<file path="config.mk">
export PLATFORM = sky130hd
export DESIGN_NAME = alu_pipe_mod
export DESIGN_NICKNAME = d
export VERILOG_FILES = /design/src/rtl/alu_pipe_mod.sv
export SDC_FILE = /design/constraint.sdc
export NUM_CORES = 1
export LEC_CHECK = 0
export CAP_MARGIN = 20
export CORE_UTILIZATION = 50
export CTS_CLUSTER_DIAMETER = 50
export DETAILED_ROUTE_END_ITERATION = 16
export GPL_TIMING_DRIVEN = 0
export PLACE_DENSITY = 0.75
export SYNTH_ARGS = -nofsm -noshare
export SYNTH_HDL_FRONTEND = slang
export SYNTH_SLANG_ARGS = --single-unit
</file>
<file path="constraint.sdc">
create_clock -name clk -period 5.55 [get_ports clk]
set_input_delay 1.11 -clock clk [delete_from_list [all_inputs] [get_ports clk]]
set_output_delay 1.11 -clock clk [all_outputs]
set_load 0.05 [all_outputs]
</file>
<file path="src/rtl/alu_pipe_mod.sv">
// Two-stage (EX, WB) execute unit with register file, RF bypass, memory-hazard
// interlock and a bit-serial shift-add multiplier.
module alu_pipe_mod #(
    parameter int unsigned WIDTH      = 8,
    parameter int unsigned RF_DEPTH   = 16,
    parameter int unsigned ADDR_WIDTH = 8
) (
    input  logic                  clk,
    input  logic                  rst,
    input  logic                  in_valid,
    output logic                  in_ready,
    input  logic [3:0]            op,
    input  logic [1:0]            src1_sel,
    input  logic [1:0]            src2_sel,
    input  logic [ADDR_WIDTH-1:0] src1,
    input  logic [ADDR_WIDTH-1:0] src2,
    input  logic [1:0]            dst_sel,
    input  logic [ADDR_WIDTH-1:0] dst,
    output logic [ADDR_WIDTH-1:0] mem_a_addr,
    output logic [ADDR_WIDTH-1:0] mem_b_addr,
    input  logic [WIDTH-1:0]      word_a_rdata,
    input  logic [WIDTH-1:0]      word_b_rdata,
    input  logic                  bit_a_rdata,
    input  logic                  bit_b_rdata,
    output logic [ADDR_WIDTH-1:0] wr_addr,
    output logic [WIDTH-1:0]      wr_data,
    output logic                  word_we,
    output logic                  bit_we,
    output logic                  out_valid,
    output logic [WIDTH-1:0]      out_result,
    output logic                  flag_c,
    output logic                  flag_z,
    output logic                  flag_b
);
    localparam int unsigned RF_IW = $clog2(RF_DEPTH);
    localparam int unsigned CNT_W = (WIDTH > 1) ? $clog2(WIDTH) : 1;
    localparam int unsigned WP1   = WIDTH + 1;
    localparam int unsigned W2    = 2 * WIDTH;

    localparam logic [3:0] OP_NOP = 4'd0,  OP_LD  = 4'd1,  OP_ADD = 4'd2,  OP_ADC = 4'd3;
    localparam logic [3:0] OP_SUB = 4'd4,  OP_SBB = 4'd5,  OP_AND = 4'd6,  OP_OR  = 4'd7;
    localparam logic [3:0] OP_XOR = 4'd8,  OP_NOT = 4'd9,  OP_SHL = 4'd10, OP_SHR = 4'd11;
    localparam logic [3:0] OP_CMP = 4'd12, OP_MUL = 4'd13;
    localparam logic [1:0] SRC_IMM = 2'd0, SRC_RF = 2'd1, SRC_WORD = 2'd2;
    localparam logic [1:0] DST_RF = 2'd0, DST_BIT = 2'd1, DST_WORD = 2'd2, DST_NONE = 2'd3;

    typedef enum logic [1:0] {EX_IDLE, EX_EXEC, EX_MUL} ex_state_t;

    ex_state_t             ex_state;
    logic [CNT_W-1:0]      mul_cnt;
    logic [3:0]            ex_op;
    logic [1:0]            ex_s1_sel, ex_s2_sel, ex_dst_sel;
    logic [ADDR_WIDTH-1:0] ex_src1, ex_src2, ex_dst;
    logic                  ex_we;
    logic [WIDTH-1:0]      rf [RF_DEPTH];
    logic                  wb_rf_we;
    logic [RF_IW-1:0]      wb_rf_idx;
    logic [W2-1:0]         mul_acc, mul_mcand;
    logic [WIDTH-1:0]      mul_mplier;

    logic                  mul_last, mul_busy, ex_done, accept;
    logic                  haz_a, haz_b, ex_wr_word, ex_wr_bit;
    logic [RF_IW-1:0]      idx_a, idx_b;
    logic [WIDTH-1:0]      rf_a, rf_b, op_a, op_b, res;
    logic [WP1-1:0]        add_full, sub_full;
    logic                  mul_first;
    logic [W2-1:0]         mul_base, mul_mc, mul_sum;
    logic [WIDTH-1:0]      mul_mp;
    logic                  nc, nz, nb, upd;

    function automatic logic [WIDTH-1:0] pick(input logic [1:0] sel, input logic [ADDR_WIDTH-1:0] src,
                                              input logic [WIDTH-1:0] rfv, input logic [WIDTH-1:0] wordv,
                                              input logic bitv);
        case (sel)
            SRC_IMM:  pick = WIDTH'(src);
            SRC_RF:   pick = rfv;
            SRC_WORD: pick = wordv;
            default:  pick = WIDTH'(bitv);
        endcase
    endfunction

    function automatic logic writes(input logic [3:0] o, input logic [1:0] ds);
        writes = (ds != DST_NONE) && (o != OP_NOP) && (o != OP_CMP) && (o <= OP_MUL);
    endfunction

    assign mem_a_addr = src1;
    assign mem_b_addr = src2;

    assign mul_last = (mul_cnt == CNT_W'(WIDTH - 1));
    assign mul_busy = (ex_state == EX_MUL) && !mul_last;
    assign ex_done  = (ex_state == EX_EXEC) || ((ex_state == EX_MUL) && mul_last);

    // A memory source may not be fetched while a pending write to it sits in EX or WB.
    assign ex_wr_word = (ex_state != EX_IDLE) && ex_we && (ex_dst_sel == DST_WORD);
    assign ex_wr_bit  = (ex_state != EX_IDLE) && ex_we && (ex_dst_sel == DST_BIT);
    assign haz_a = (src1_sel == SRC_WORD) ? ((ex_wr_word && ex_dst == src1) || (word_we && wr_addr == src1))
                 : (src1_sel == 2'd3)     ? ((ex_wr_bit  && ex_dst == src1) || (bit_we  && wr_addr == src1))
                 : 1'b0;
    assign haz_b = (src2_sel == SRC_WORD) ? ((ex_wr_word && ex_dst == src2) || (word_we && wr_addr == src2))
                 : (src2_sel == 2'd3)     ? ((ex_wr_bit  && ex_dst == src2) || (bit_we  && wr_addr == src2))
                 : 1'b0;
    assign in_ready = rst && !mul_busy && !(in_valid && (haz_a || haz_b));
    assign accept   = in_valid && in_ready;

    // Operand fetch with WB-stage bypass into the register file read.
    assign idx_a = ex_src1[RF_IW-1:0];
    assign idx_b = ex_src2[RF_IW-1:0];
    assign rf_a  = (wb_rf_we && wb_rf_idx == idx_a) ? out_result : rf[idx_a];
    assign rf_b  = (wb_rf_we && wb_rf_idx == idx_b) ? out_result : rf[idx_b];
    assign op_a  = pick(ex_s1_sel, ex_src1, rf_a, word_a_rdata, bit_a_rdata);
    assign op_b  = pick(ex_s2_sel, ex_src2, rf_b, word_b_rdata, bit_b_rdata);

    assign add_full = {1'b0, op_a} + {1'b0, op_b} + WP1'((ex_op == OP_ADC) && flag_c);
    assign sub_full = {1'b0, op_a} - {1'b0, op_b} - WP1'((ex_op == OP_SBB) && flag_b);

    // First multiply step uses the live operands; later steps use the latched copies.
    assign mul_first = (mul_cnt == '0);
    assign mul_base  = mul_first ? '0 : mul_acc;
    assign mul_mc    = mul_first ? W2'(op_a) : mul_mcand;
    assign mul_mp    = mul_first ? op_b : mul_mplier;
    assign mul_sum   = mul_base + (mul_mp[0] ? mul_mc : '0);

    always_comb begin
        res = '0;
        nc  = flag_c;
        nz  = flag_z;
        nb  = flag_b;
        upd = 1'b1;
        case (ex_op)
            OP_LD:                  begin res = op_a; upd = 1'b0; end
            OP_ADD, OP_ADC:         begin res = add_full[WIDTH-1:0]; nc = add_full[WIDTH]; end
            OP_SUB, OP_SBB, OP_CMP: begin res = sub_full[WIDTH-1:0]; nb = sub_full[WIDTH]; end
            OP_AND:                 res = op_a & op_b;
            OP_OR:                  res = op_a | op_b;
            OP_XOR:                 res = op_a ^ op_b;
            OP_NOT:                 res = ~op_a;
            OP_SHL:                 begin res = op_a << 1; nc = op_a[WIDTH-1]; end
            OP_SHR:                 begin res = op_a >> 1; nc = op_a[0]; end
            OP_MUL:                 begin res = mul_sum[WIDTH-1:0]; nc = |mul_sum[W2-1:WIDTH]; end
            default:                upd = 1'b0;
        endcase
        if (upd) nz = (res == '0);
    end

    // EX stage: instruction capture and state sequencing.
    always_ff @(posedge clk or negedge rst) begin
        if (!rst) begin
            ex_state   <= EX_IDLE;
            mul_cnt    <= '0;
            ex_op      <= OP_NOP;
            ex_s1_sel  <= SRC_IMM;
            ex_s2_sel  <= SRC_IMM;
            ex_dst_sel <= DST_NONE;
            ex_src1    <= '0;
            ex_src2    <= '0;
            ex_dst     <= '0;
            ex_we      <= 1'b0;
        end else if (mul_busy) begin
            mul_cnt <= mul_cnt + CNT_W'(1);
        end else if (accept) begin
            ex_state   <= (op == OP_MUL) ? EX_MUL : EX_EXEC;
            mul_cnt    <= '0;
            ex_op      <= op;
            ex_s1_sel  <= src1_sel;
            ex_s2_sel  <= src2_sel;
            ex_dst_sel <= dst_sel;
            ex_src1    <= src1;
            ex_src2    <= src2;
            ex_dst     <= dst;
            ex_we      <= writes(op, dst_sel);
        end else begin
            ex_state <= EX_IDLE;
        end
    end

    always_ff @(posedge clk or negedge rst) begin
        if (!rst) begin
            mul_acc    <= '0;
            mul_mcand  <= '0;
            mul_mplier <= '0;
        end else if (ex_state == EX_MUL) begin
            mul_acc    <= mul_sum;
            mul_mcand  <= mul_mc << 1;
            mul_mplier <= mul_mp >> 1;
        end
    end

    // WB stage: retire, write strobes and flags.
    always_ff @(posedge clk or negedge rst) begin
        if (!rst) begin
            out_valid  <= 1'b0;
            out_result <= '0;
            wr_addr    <= '0;
            wr_data    <= '0;
            word_we    <= 1'b0;
            bit_we     <= 1'b0;
            wb_rf_we   <= 1'b0;
            wb_rf_idx  <= '0;
            flag_c     <= 1'b0;
            flag_z     <= 1'b0;
            flag_b     <= 1'b0;
        end else begin
            out_valid <= ex_done;
            word_we   <= ex_done && ex_we && (ex_dst_sel == DST_WORD);
            bit_we    <= ex_done && ex_we && (ex_dst_sel == DST_BIT);
            wb_rf_we  <= ex_done && ex_we && (ex_dst_sel == DST_RF);
            if (ex_done) begin
                out_result <= res;
                wr_addr    <= ex_dst;
                wr_data    <= res;
                wb_rf_idx  <= ex_dst[RF_IW-1:0];
                flag_c     <= nc;
                flag_z     <= nz;
                flag_b     <= nb;
            end
        end
    end

    always_ff @(posedge clk or negedge rst) begin
        if (!rst) begin
            for (int unsigned i = 0; i < RF_DEPTH; i++) rf[i] <= '0;
        end else if (wb_rf_we) begin
            rf[wb_rf_idx] <= out_result;
        end
    end
endmodule

</file>
---- Yosys cells after proc, flatten, opt, wreduce, memory -nomap -nowiden ----
Index checks and enable logic that the tools add are counted.
word-level totals
  register bits after elaboration ......... 233
  input port bits ......................... 55
  output and inout port bits .............. 47
  word-level logic and storage cells ...... 176
operators by class
  add/sub/neg operators ................... 6
  $lt $le $gt $ge ......................... 5
  equal/unequal tests ..................... 35
  multiplexer cells ....................... 28
  bitwise operators ....................... 8
  reduce and logical (&&, ||, !) cells .... 55
operator list
  kind                                                             count
  128-bit bitwise mux                                              1
  8-bit one-hot mux with 10 select lines                           1
  8-bit binary-select mux with 4-bit select                        2
  8-bit 2-to-1 mux                                                 8
  16-bit 2-to-1 mux                                                3
  8-bit one-hot mux with 3 select lines                            2
  8-bit demux with 4-bit select                                    1
  8-bit == test                                                    4
  1-bit logical AND                                                29
  4-bit == test, second input constant                             7
  16-bit adder                                                     1
  2-bit == test, second input constant                             8
  4-bit by 3-bit == test with 1-bit output, second input constant  4
  5-bit greater-or-equal comparator, second input constant         3
  4-bit NOT with 5-bit output                                      3
  12-bit OR reduction                                              1
  8-bit by 8-bit adder with 9-bit output                           1
  9-bit by 1-bit adder with 9-bit output                           1
  8-bit by 8-bit subtractor with 9-bit output                      1
  9-bit by 1-bit subtractor with 9-bit output                      1
  8-bit bitwise AND                                                1
  2-bit by 1-bit == test with 1-bit output, second input constant  4
  4-bit by 2-bit == test with 1-bit output, second input constant  2
  4-bit == test                                                    2
  26 further kinds                                                 46

---- Longest topological paths before layout ----
Gate-level depths: netlist of run 1.
  depth after elaboration ................. 14
  mapped depth ............................ 21
  mapped depth without buffers ............ 19

---- Worst setup path after synthesis of run 1 ----
No wires, ideal clock.
  path type ............................... reg2reg
  start point ............................. register, netlist name wr_addr[2]
  end point ............................... register flag_c
  setup time .............................. 127 ps
  arrival ................................. 4951 ps
  required time ........................... 5423 ps
  slack ................................... 472 ps
  cell stages (with the launch flop) ...... 20
  path buffers ............................ 1
  clock period less this slack ............ 5078 ps
  path through ............................ dfrtp_1 buf_2 xor2_1 nor4_4 mux2i_1 a211oi_1 a21oi_1 nor2_1 a21oi_1 nor2_1 fa_1 a211o_1 a2111oi_0 o21a_1 o211ai_1 a21oi_1 xor2_1 o211ai_1 o31ai_1 a21oi_1
RTL lines
  item                    RTL line  source
  end signal: assignment  212       flag_c <= nc;
  end: declaration        31        output logic flag_c,

---- Worst setup path after layout of run 1 ----
  start point ............................. register ex_src2[1]
  end point ............................... register flag_z
on the way
  word-level cells in the longest chain between the ends .. 11
  elaborated cells between the ends (all ways) .. 20
  those cells by class .................... add/sub: 5; eq/ne: 1; mux: 8; bitwise: 4; reduce/logical: 2
ends and longest elaborated chain
  item                                                                                 RTL line  source
  start: declaration                                                                   53        logic [ADDR_WIDTH-1:0] ex_src1, ex_src2, ex_dst;
  start signal: assignment                                                             168       ex_src2 <= src2;
  4-bit NOT with 5-bit output (not written as such)                                    109       assign rf_b = (wb_rf_we && wb_rf_idx == idx_b) ? out_result : rf[idx_b];
  8-bit binary-select mux with 4-bit select                                            109
  8-bit 2-to-1 mux (not written as such) (2 in a row)                                  109
  8-bit 2-to-1 mux                                                                     109
  8-bit one-hot mux with 3 select lines (*)                                            74        case (sel)
  branches (longest 3 deep; another with 8-bit by 8-bit subtractor with 9-bit output)  --
  8-bit one-hot mux with 10 select lines (*)                                           129       case (ex_op)
  8-bit logical NOT (*)                                                                142       if (upd) nz = (res == '0);
  end signal: assignment                                                               213       flag_z <= nz;
  end: declaration                                                                     32        output logic flag_z,
Mark *: on every way between the ends. The select of a mux whose other input is x is not followed.
A chain may end at the register's enable or synchronous reset.

==> results of run 1 <==
[sequential cells by signal, summed over array words and instances (netlist names), 2 cells and up]
| signal | count |
|---|---|
| mul_mplier | 7 |
| ex_src2 | 8 |
| rf | 128 |
| wr_addr | 8 |
| ex_s2_sel | 2 |
| mul_acc | 16 |
| ex_dst_sel | 2 |
| ex_src1 | 8 |
| mul_mcand | 15 |
| out_result | 8 |
| ex_state | 2 |
| ex_dst | 8 |
| ex_op | 4 |
| mul_cnt | 3 |
| ex_s1_sel | 2 |
[kinds of logic (layout without fill, tap and decap cells)]
group | Yosys count | count (layout) | share of synthesized area [%]
fa+ha+maj | 51 | 51 | 4.55
flops | 229 | 229 | 38.6
simple gates | 368 | 368 | 12.1
compound gates | 247 | 247 | 11.1
mux | 264 | 264 | 25.3
buf+inv | 150 | 311 | 4.77
xor+xnor | 59 | 59 | 3.48
[through the flow]
stage          hold slack (ns)  setup WS (ns)  instance area [um^2]  utilization [%]  power (uW)
6_report                 0.463          0.217                 17600             60.8        7040
5_1_grt                  0.484        -0.0190                 17600             60.8        7340
4_1_cts                  0.468        0.00232                 17500             60.4        6990
3_5_place_dp             0.454          -1.06                 16400             56.6        4920
3_3_place_gp             0.454          -6.65                 16300             56.4        4850
2_1_floorplan            0.437          0.472                 14800                -        4040
[worst register-to-register path: stages (launching register included)]
cell                       delay [ns]
sky130_fd_sc_hd__dfrtp_1         0.56
sky130_fd_sc_hd__buf_2           0.40
sky130_fd_sc_hd__mux4_2          0.37
sky130_fd_sc_hd__mux4_2          0.48
sky130_fd_sc_hd__mux2i_1         0.22
sky130_fd_sc_hd__a211oi_1        0.15
sky130_fd_sc_hd__a21oi_2         0.29
sky130_fd_sc_hd__ha_1            0.35
sky130_fd_sc_hd__ha_1            0.43
sky130_fd_sc_hd__or4b_2          0.24
sky130_fd_sc_hd__o21ai_0         0.08
sky130_fd_sc_hd__a22o_1          0.19
sky130_fd_sc_hd__nor4_1          0.24
sky130_fd_sc_hd__o211ai_1        0.14
sky130_fd_sc_hd__or4_4           0.52
sky130_fd_sc_hd__nor4_2          0.15
sky130_fd_sc_hd__nand4_1         0.14
sky130_fd_sc_hd__o31ai_2         0.24
[Yosys cell counts, drive strengths merged, types with 13 or more instances]
cell type / instances / area, um^2
nand2b: 13 / 81.3
dfrtp: 227 / 5680
xnor2: 51 / 447
ha: 46 / 576
and2: 22 / 138
nor2b: 18 / 113
a22oi: 17 / 138
o21ai: 63 / 315
mux2: 164 / 1850
clkbuf: 69 / 259
buf: 42 / 303
inv: 39 / 146
nand3: 22 / 115
mux4: 72 / 1630
nand2: 120 / 450
nor2: 102 / 383
mux2i: 28 / 280
and3: 13 / 81.3
a21oi: 58 / 294
[final timing paths]
kind | from | slack (ns) | cells after the start | to
worst min register to register | mul_acc[13] | 0.46 | 2 | mul_acc[13]
worst max-delay path | ex_src2[1] | 0.22 | 17 | flag_z
max in group asynchronous | rst | 3.92 | 2 | rf[92]
worst max register to register | ex_src2[1] | 0.22 | 17 | flag_z
worst min-delay path | mul_acc[13] | 0.46 | 2 | mul_acc[13]
min in group asynchronous | rst | 0.57 | 1 | mul_acc[4]
[routing by layer]
| layer | up-vias | share of wire, % |
|---|---|---|
| met5 | - | 0 |
| met4 | 0 | 5.9 |
| met3 | 165 | 6.1 |
| met2 | 528 | 49 |
| met1 | 6021 | 39 |
| li1 | 5274 | - |
[area by class of cell]
type                            count  area share (%)
Timing Repair Buffer              110            6.29
Tap cell                          384            2.73
Inverter                           39           0.832
Buffer                            110            3.40
Clock buffer                       35            4.53
Clock inverter                     17            1.49
Sequential cell                   229            32.6
Multi-Input combinational cell    989            48.1
[power by group through the flow]
| stage | sequential, uW | clock, uW | combinational (uW) |
|---|---|---|---|
| 3_3_place_gp | 2240 | 0 | 2620 |
| 2_1_floorplan | 2330 | 0 | 1720 |
| 6_report | 2240 | 2050 | 2760 |
| 4_1_cts | 2230 | 2070 | 2700 |
| 3_5_place_dp | 2250 | 0 | 2670 |
| 5_1_grt | 2270 | 2120 | 2950 |
[timing repair]
item                       4_1_cts  5_1_grt
buffers inserted                 1        5
pin swaps                        1        4
gates resized for setup         17       15
setup endpoints to repair       15        4
==> impl_metrics.json, run 1 <==
{
  "outcome": "completed",
  "cts_num_sinks": 229,
  "viasPerCell": 6.27,
  "synth_edf_count": 0,
  "place.detailed.instances": 1855,
  "dr_total_vias": 12000,
  "total_leakage_power_uw": 0.00776,
  "post-route-period-util_pct": 96.1,
  "layoutNonFillerInstCount": 1913,
  "critPathArrivalTime_ns": 5.78,
  "slew-limit-headroom_pct": 18.1,
  "number_of_global_route_vias_before_repair": 12100,
  "final_layout_size_suffix_gt1_share_pct": 24.2,
  "io_pins": 102,
  "grt_use_met1_pct": 38.4,
  "worst_setup_path_end_kind": "flip-flop",
  "postRouteAntennaNets": 0,
  "timing_worst_slew_pin_value_ns": 1.22,
  "cp_slowest_stage_delay_ns": 0.56,
  "timing.final.crit_period_ns": 5.33,
  "ys_seq_elements": 229,
  "syn-num-nets": 1474,
  "floorplan_die_height_um": 174,
  "most_common_cell_after_layout_fill_and_taps_aside": "sky130_fd_sc_hd__dfrtp_1",
  "grt_start_max_net_pins": 121,
  "synth_async_reset_ratio_pct": 100,
  "timing.critical_path.cells": "buf_2 -> mux4_2 -> mux4_2 -> mux2i_1 -> a211oi_1 -> a21oi_2 -> ha_1 -> ha_1 -> or4b_2 -> o21ai_0 -> a22o_1 -> nor4_1 -> o211ai_1 -> or4_4 -> nor4_2 -> nand4_1 -> o31ai_2",
  "startpoint_type": "flip-flop",
  "cap_viol_max_count": 0,
  "layout.cells.most_common_list": "227 x sky130_fd_sc_hd__dfrtp_1, 164 x sky130_fd_sc_hd__mux2_2, 120 x sky130_fd_sc_hd__nand2_1",
  "std_cell_rows": 62,
  "post_synth.cell_area_avg_um2": 10.8,
  "sw_frac_of_total_pct": 38.5,
  "ff_latch_area_um2": 5730,
  "clk_path_buf_depth": 3,
  "global_route.overflow_total": 0,
  "cts.clk_slew.worst_paths_ns": 0.06,
  "maxClockFrequency_ghz": 0.188,
  "final-max-slew-violation-count": 0,
  "totalNegativeSetupSlack_ns": 0,
  "setup_viol": 0,
  "worst_clock_skew_ns": 0.0580,
  "netlist-cell-type-count": 83,
  "first_pass_detailed_route_iteration_total": 5,
  "grt_use_met2_pct": 50.4,
  "route.detailed.drc": 0,
  "timing.critical_path.slowest_stage_cell": "sky130_fd_sc_hd__dfrtp_1",
  "hold_path_class": "reg2reg",
  "place.port_buffers": 101,
  "die-area_um2": 30400,
  "die_w_um": 174,
  "syn-instance-count": 1368,
  "design.final.nets": 1613,
  "initial_utilization_pct": 51.3,
  "share_of_the_yosys_chip_area_belonging_to_registers_pct": 38.6,
  "grt_first_pass_wirelength_um": 70400,
  "worst-path-buf-inv": 1,
  "antenna_found_initial": 0,
  "insertion_delay_ns": 0.59,
  "powerDensity_nw_per_um2": 400,
  "htree_levels": 1,
  "power_report.internal_total_uw": 4330,
  "core_area_um2": 28900,
  "yosysWarningCount": 0,
  "power_switching_uw": 2710,
  "worst_ir_drop_vdd_uv": 270,
  "hold_buffers": 0,
  "detail_route.wl_per_cell_um": 23.8,
  "final.fill_count": 2329,
  "grt-busiest-layer": "met2",
  "cts_tree": "yes",
  "ys.flop_type": "sky130_fd_sc_hd__dfrtp_1",
  "gp_congestion": 1.01,
  "drt_iter0_drc": 1072,
  "grt_use_total_pct": 30.2,
  "timing.critical_path.fanout_max": 10,
  "clkPwrFrac_pct": 29.1,
  "finalHoldViolations": 0,
  "multi_input_comb_area_um2": 8470,
  "global_route.usage.met3_pct": 3.94,
  "area_delta_synth_final_pct": 18.6,
  "share_seq_of_total_power_pct": 31.8,
  "antenna_cells": 0,
  "power_frac_comb_pct": 39.1,
  "start_to_end_type_of_the_worst_setup_path": "reg2reg",
  "worst_ep_required_time_ns": 6.00,
  "place.detailed.hpwl_um": 32900,
  "clockRootBuffer": "sky130_fd_sc_hd__clkbuf_16",
  "path_delay_family": "simple AND/OR/NAND/NOR gates",
  "cts_buffers": 28,
  "drt_wl_total_um": 45600,
  "synth_area_um2": 14800
}
Power figures use the tool's default switching activity.
==> run 2: changes to the inputs <==
--- a/config.mk
+++ b/config.mk
@@ -10,6 +10,7 @@
 export CTS_CLUSTER_DIAMETER = 50
 export DETAILED_ROUTE_END_ITERATION = 16
 export GPL_TIMING_DRIVEN = 0
+export HOLD_SLACK_MARGIN = 0.02
 export PLACE_DENSITY = 0.75
 export SYNTH_ARGS = -nofsm -noshare
 export SYNTH_HDL_FRONTEND = slang
==> results of run 2 <==
Final layout, timing and power as in run 1 (identical DEF).
==> run 3: changes to the inputs <==
--- a/config.mk
+++ b/config.mk
@@ -5,7 +5,6 @@
 export SDC_FILE = /design/constraint.sdc
 export NUM_CORES = 1
 export LEC_CHECK = 0
-export CAP_MARGIN = 20
 export CORE_UTILIZATION = 50
 export CTS_CLUSTER_DIAMETER = 50
 export DETAILED_ROUTE_END_ITERATION = 16
==> impl_metrics.json, run 3 (synthesis gave the netlist of run 1 again) <==
{
  "largest_registers": "rf: 128 flops, mul_acc: 16 flops, mul_mcand: 15 flops",
  "power_switching_uw": 2730,
  "r2r_setup_slack_ns": 0.20,
  "viasPerCell": 6.30,
  "worst_ep_required_time_ns": 6.02,
  "first_pass_detailed_route_iteration_total": 5,
  "worst_setup_path_end_kind": "flip-flop",
  "sw_frac_of_total_pct": 39.0,
  "place_area_um2": 16400,
  "final.fill_count": 2326,
  "hold_depth": 2,
  "setup_ws_ns": 0.204,
  "die-area_um2": 30400,
  "rr_startpoint": "ex_src2[0]",
  "clkPwrFrac_pct": 28.8,
  "powerDensity_nw_per_um2": 399,
  "timing.critical_path.slowest_stage_cell": "sky130_fd_sc_hd__mux4_2",
  "layout.cells.most_common_list": "227 x sky130_fd_sc_hd__dfrtp_1, 164 x sky130_fd_sc_hd__mux2_2, 120 x sky130_fd_sc_hd__nand2_1",
  "cts_num_sinks": 229,
  "initial_utilization_pct": 51.3,
  "worst_r2r_endpoint": "flag_z",
  "grt_use_total_pct": 30.1,
  "finish.utilization_pct": 60.7,
  "most_common_cell_after_layout_fill_and_taps_aside": "sky130_fd_sc_hd__dfrtp_1",
  "setup_viol": 0,
  "dr_total_vias": 12100,
  "critPathArrivalTime_ns": 5.81,
  "share_seq_of_total_power_pct": 31.9,
  "worst_ir_drop_vdd_uv": 286,
  "worst-r2r-cell-count": 18,
  "timing.critical_path.fanout_max": 10,
  "startpoint_type": "flip-flop",
  "antenna_cells": 0,
  "cts_buffers": 30,
  "route.detailed.drc": 0,
  "hold_path_class": "reg2reg",
  "maxClockFrequency_ghz": 0.187,
  "place.detailed.instances": 1854,
  "insertion_delay_ns": 0.60,
  "place.port_buffers": 101,
  "final_layout_size_suffix_gt1_share_pct": 24.3,
  "timing.final.crit_period_ns": 5.35,
  "final-max-slew-violation-count": 0,
  "core_area_um2": 28900,
  "post-route-period-util_pct": 96.3,
  "worst_setup_path_startpoint": "ex_src2[0]",
  "power_frac_comb_pct": 39.3,
  "htree_levels": 1,
  "area_delta_synth_final_pct": 18.5,
  "timing.critical_path.cells": "clkbuf_4 -> buf_6 -> mux4_2 -> mux4_2 -> mux2i_1 -> a211oi_1 -> a21oi_2 -> ha_1 -> ha_1 -> or4b_2 -> o21ai_0 -> a22o_1 -> nor4_1 -> o211ai_1 -> or4_4 -> nor4_2 -> nand4_1 -> o31ai_2",
  "ff_latch_area_um2": 5730,
  "cp_slowest_stage_delay_ns": 0.54,
  "place.detailed.hpwl_um": 32800,
  "cts.clk_slew.worst_paths_ns": 0.06,
  "power_report.internal_total_uw": 4280,
  "gp_congestion": 1.01,
  "std_cell_rows": 62,
  "total_leakage_power_uw": 0.00776,
  "multi_input_comb_area_um2": 8450,
  "layoutNonFillerInstCount": 1917,
  "slew-limit-headroom_pct": 15.5,
  "postRouteAntennaNets": 0,
  "hold_path_start": "mul_acc[13]",
  "detail_route.wl_per_cell_um": 23.7,
  "clk_path_buf_depth": 3,
  "drt_iter0_drc": 1007,
  "max_reg_flops": 128,
  "grt_first_pass_wirelength_um": 70300,
  "drt_wl_total_um": 45400,
  "totalNegativeSetupSlack_ns": 0,
  "outcome": "completed",
  "registers.top_by_ff_count": "rf",
  "grt_start_max_net_pins": 121,
  "finalHoldViolations": 0,
  "worst_clock_skew_ns": 0.0510,
  "placement.setup.worst_slack_ns": -1.04,
  "hold_path_end": "mul_acc[13]",
  "io_pins": 102,
  "antenna_found_initial": 0,
  "timing_worst_slew_pin_value_ns": 1.27,
  "number_of_global_route_vias_before_repair": 12100,
  "start_to_end_type_of_the_worst_setup_path": "reg2reg",
  "cts_tree": "yes",
  "design.final.nets": 1615,
  "die_w_um": 174,
  "global_route.overflow_total": 0,
  "clockRootBuffer": "sky130_fd_sc_hd__clkbuf_16",
  "floorplan_die_height_um": 174,
  "finish.instance_area_um2": 17600,
  "cap_viol_max_count": 0
}
## run 3: cell count changes in the layout (fill, tap and decap cells not counted)
| cell | previous run | this run |
|---|---|---|
| sky130_fd_sc_hd__bufinv_16 | 5 | 2 |
| sky130_fd_sc_hd__buf_4 | 31 | 33 |
| sky130_fd_sc_hd__buf_6 | 8 | 6 |
| sky130_fd_sc_hd__clkbuf_16 | 28 | 30 |
| sky130_fd_sc_hd__clkinvlp_4 | 1 | 3 |
| sky130_fd_sc_hd__a221oi_2 | 2 | 3 |
| sky130_fd_sc_hd__a221oi_4 | 1 | 0 |
| sky130_fd_sc_hd__clkbuf_1 | 64 | 65 |
| sky130_fd_sc_hd__clkbuf_8 | 7 | 8 |
| sky130_fd_sc_hd__inv_8 | 1 | 2 |
| sky130_fd_sc_hd__nor2b_1 | 17 | 18 |
| sky130_fd_sc_hd__nor2b_2 | 1 | 0 |
## run 3: cell type report
type                            count  share of cell area [%]
Tap cell                          384                    2.73
Timing Repair Buffer              110                    6.28
Multi-Input combinational cell    989                    48.1
Inverter                           39                   0.833
Buffer                            110                    3.38
Sequential cell                   229                    32.6
Clock buffer                       39                    4.92
Clock inverter                     17                    1.13
## run 3: what timing repair did
action	CTS	global route
gates resized for setup	16	13
setup endpoints to repair	15	3
pin swaps	1	0
gates cloned	0	0
buffers inserted	3	5
hold buffers	0	0
## run 3: worst max-delay path by stage
stage,endpoint,slack [ns],depth (start not counted)
final,flag_z,0.20,18
after global routing,flag_z,-0.02,20
after CTS,flag_z,0.008,20
after detailed placement,flag_c,-1.04,20
after global placement,in_ready,-6.65,4
after floorplan,flag_c,0.47,19
## run 3: routing by layer
metal  track usage (%)  vias up  wire, um
li1                  -     5285         -
met1              38.5     6060     17900
met2              49.6      564     21700
met3              4.11      167      2940
met4              16.2        0      2820
met5                 0        -         0
## run 3: critical path: cells and delay by family (launching register included)
kind | cells | cell delay, ns
AND/OR/NAND/NOR | 5 | 1.32
multiplexers | 3 | 1.24
AO/OA/AOI/OAI | 6 | 1.06
adder cells (fa/ha/maj) | 2 | 0.77
buffers and inverters | 2 | 0.48
flip-flops | 1 | 0.32
## run 3: stage by stage
step                      hold WS [ns]  power [uW]
after detailed placement         0.454        4920
final                            0.460        7010
after floorplan                  0.437        4040
after CTS                        0.467        6960
after global routing             0.483        7320
after global placement           0.454        4850
## run 3: power by group through the flow
stage	clock [uW]	combinational, uW	sequential [uW]
3_3_place_gp	0	2620	2240
2_1_floorplan	0	1720	2330
3_5_place_dp	0	2660	2250
4_1_cts	2040	2700	2230
5_1_grt	2100	2950	2270
6_report	2020	2750	2240
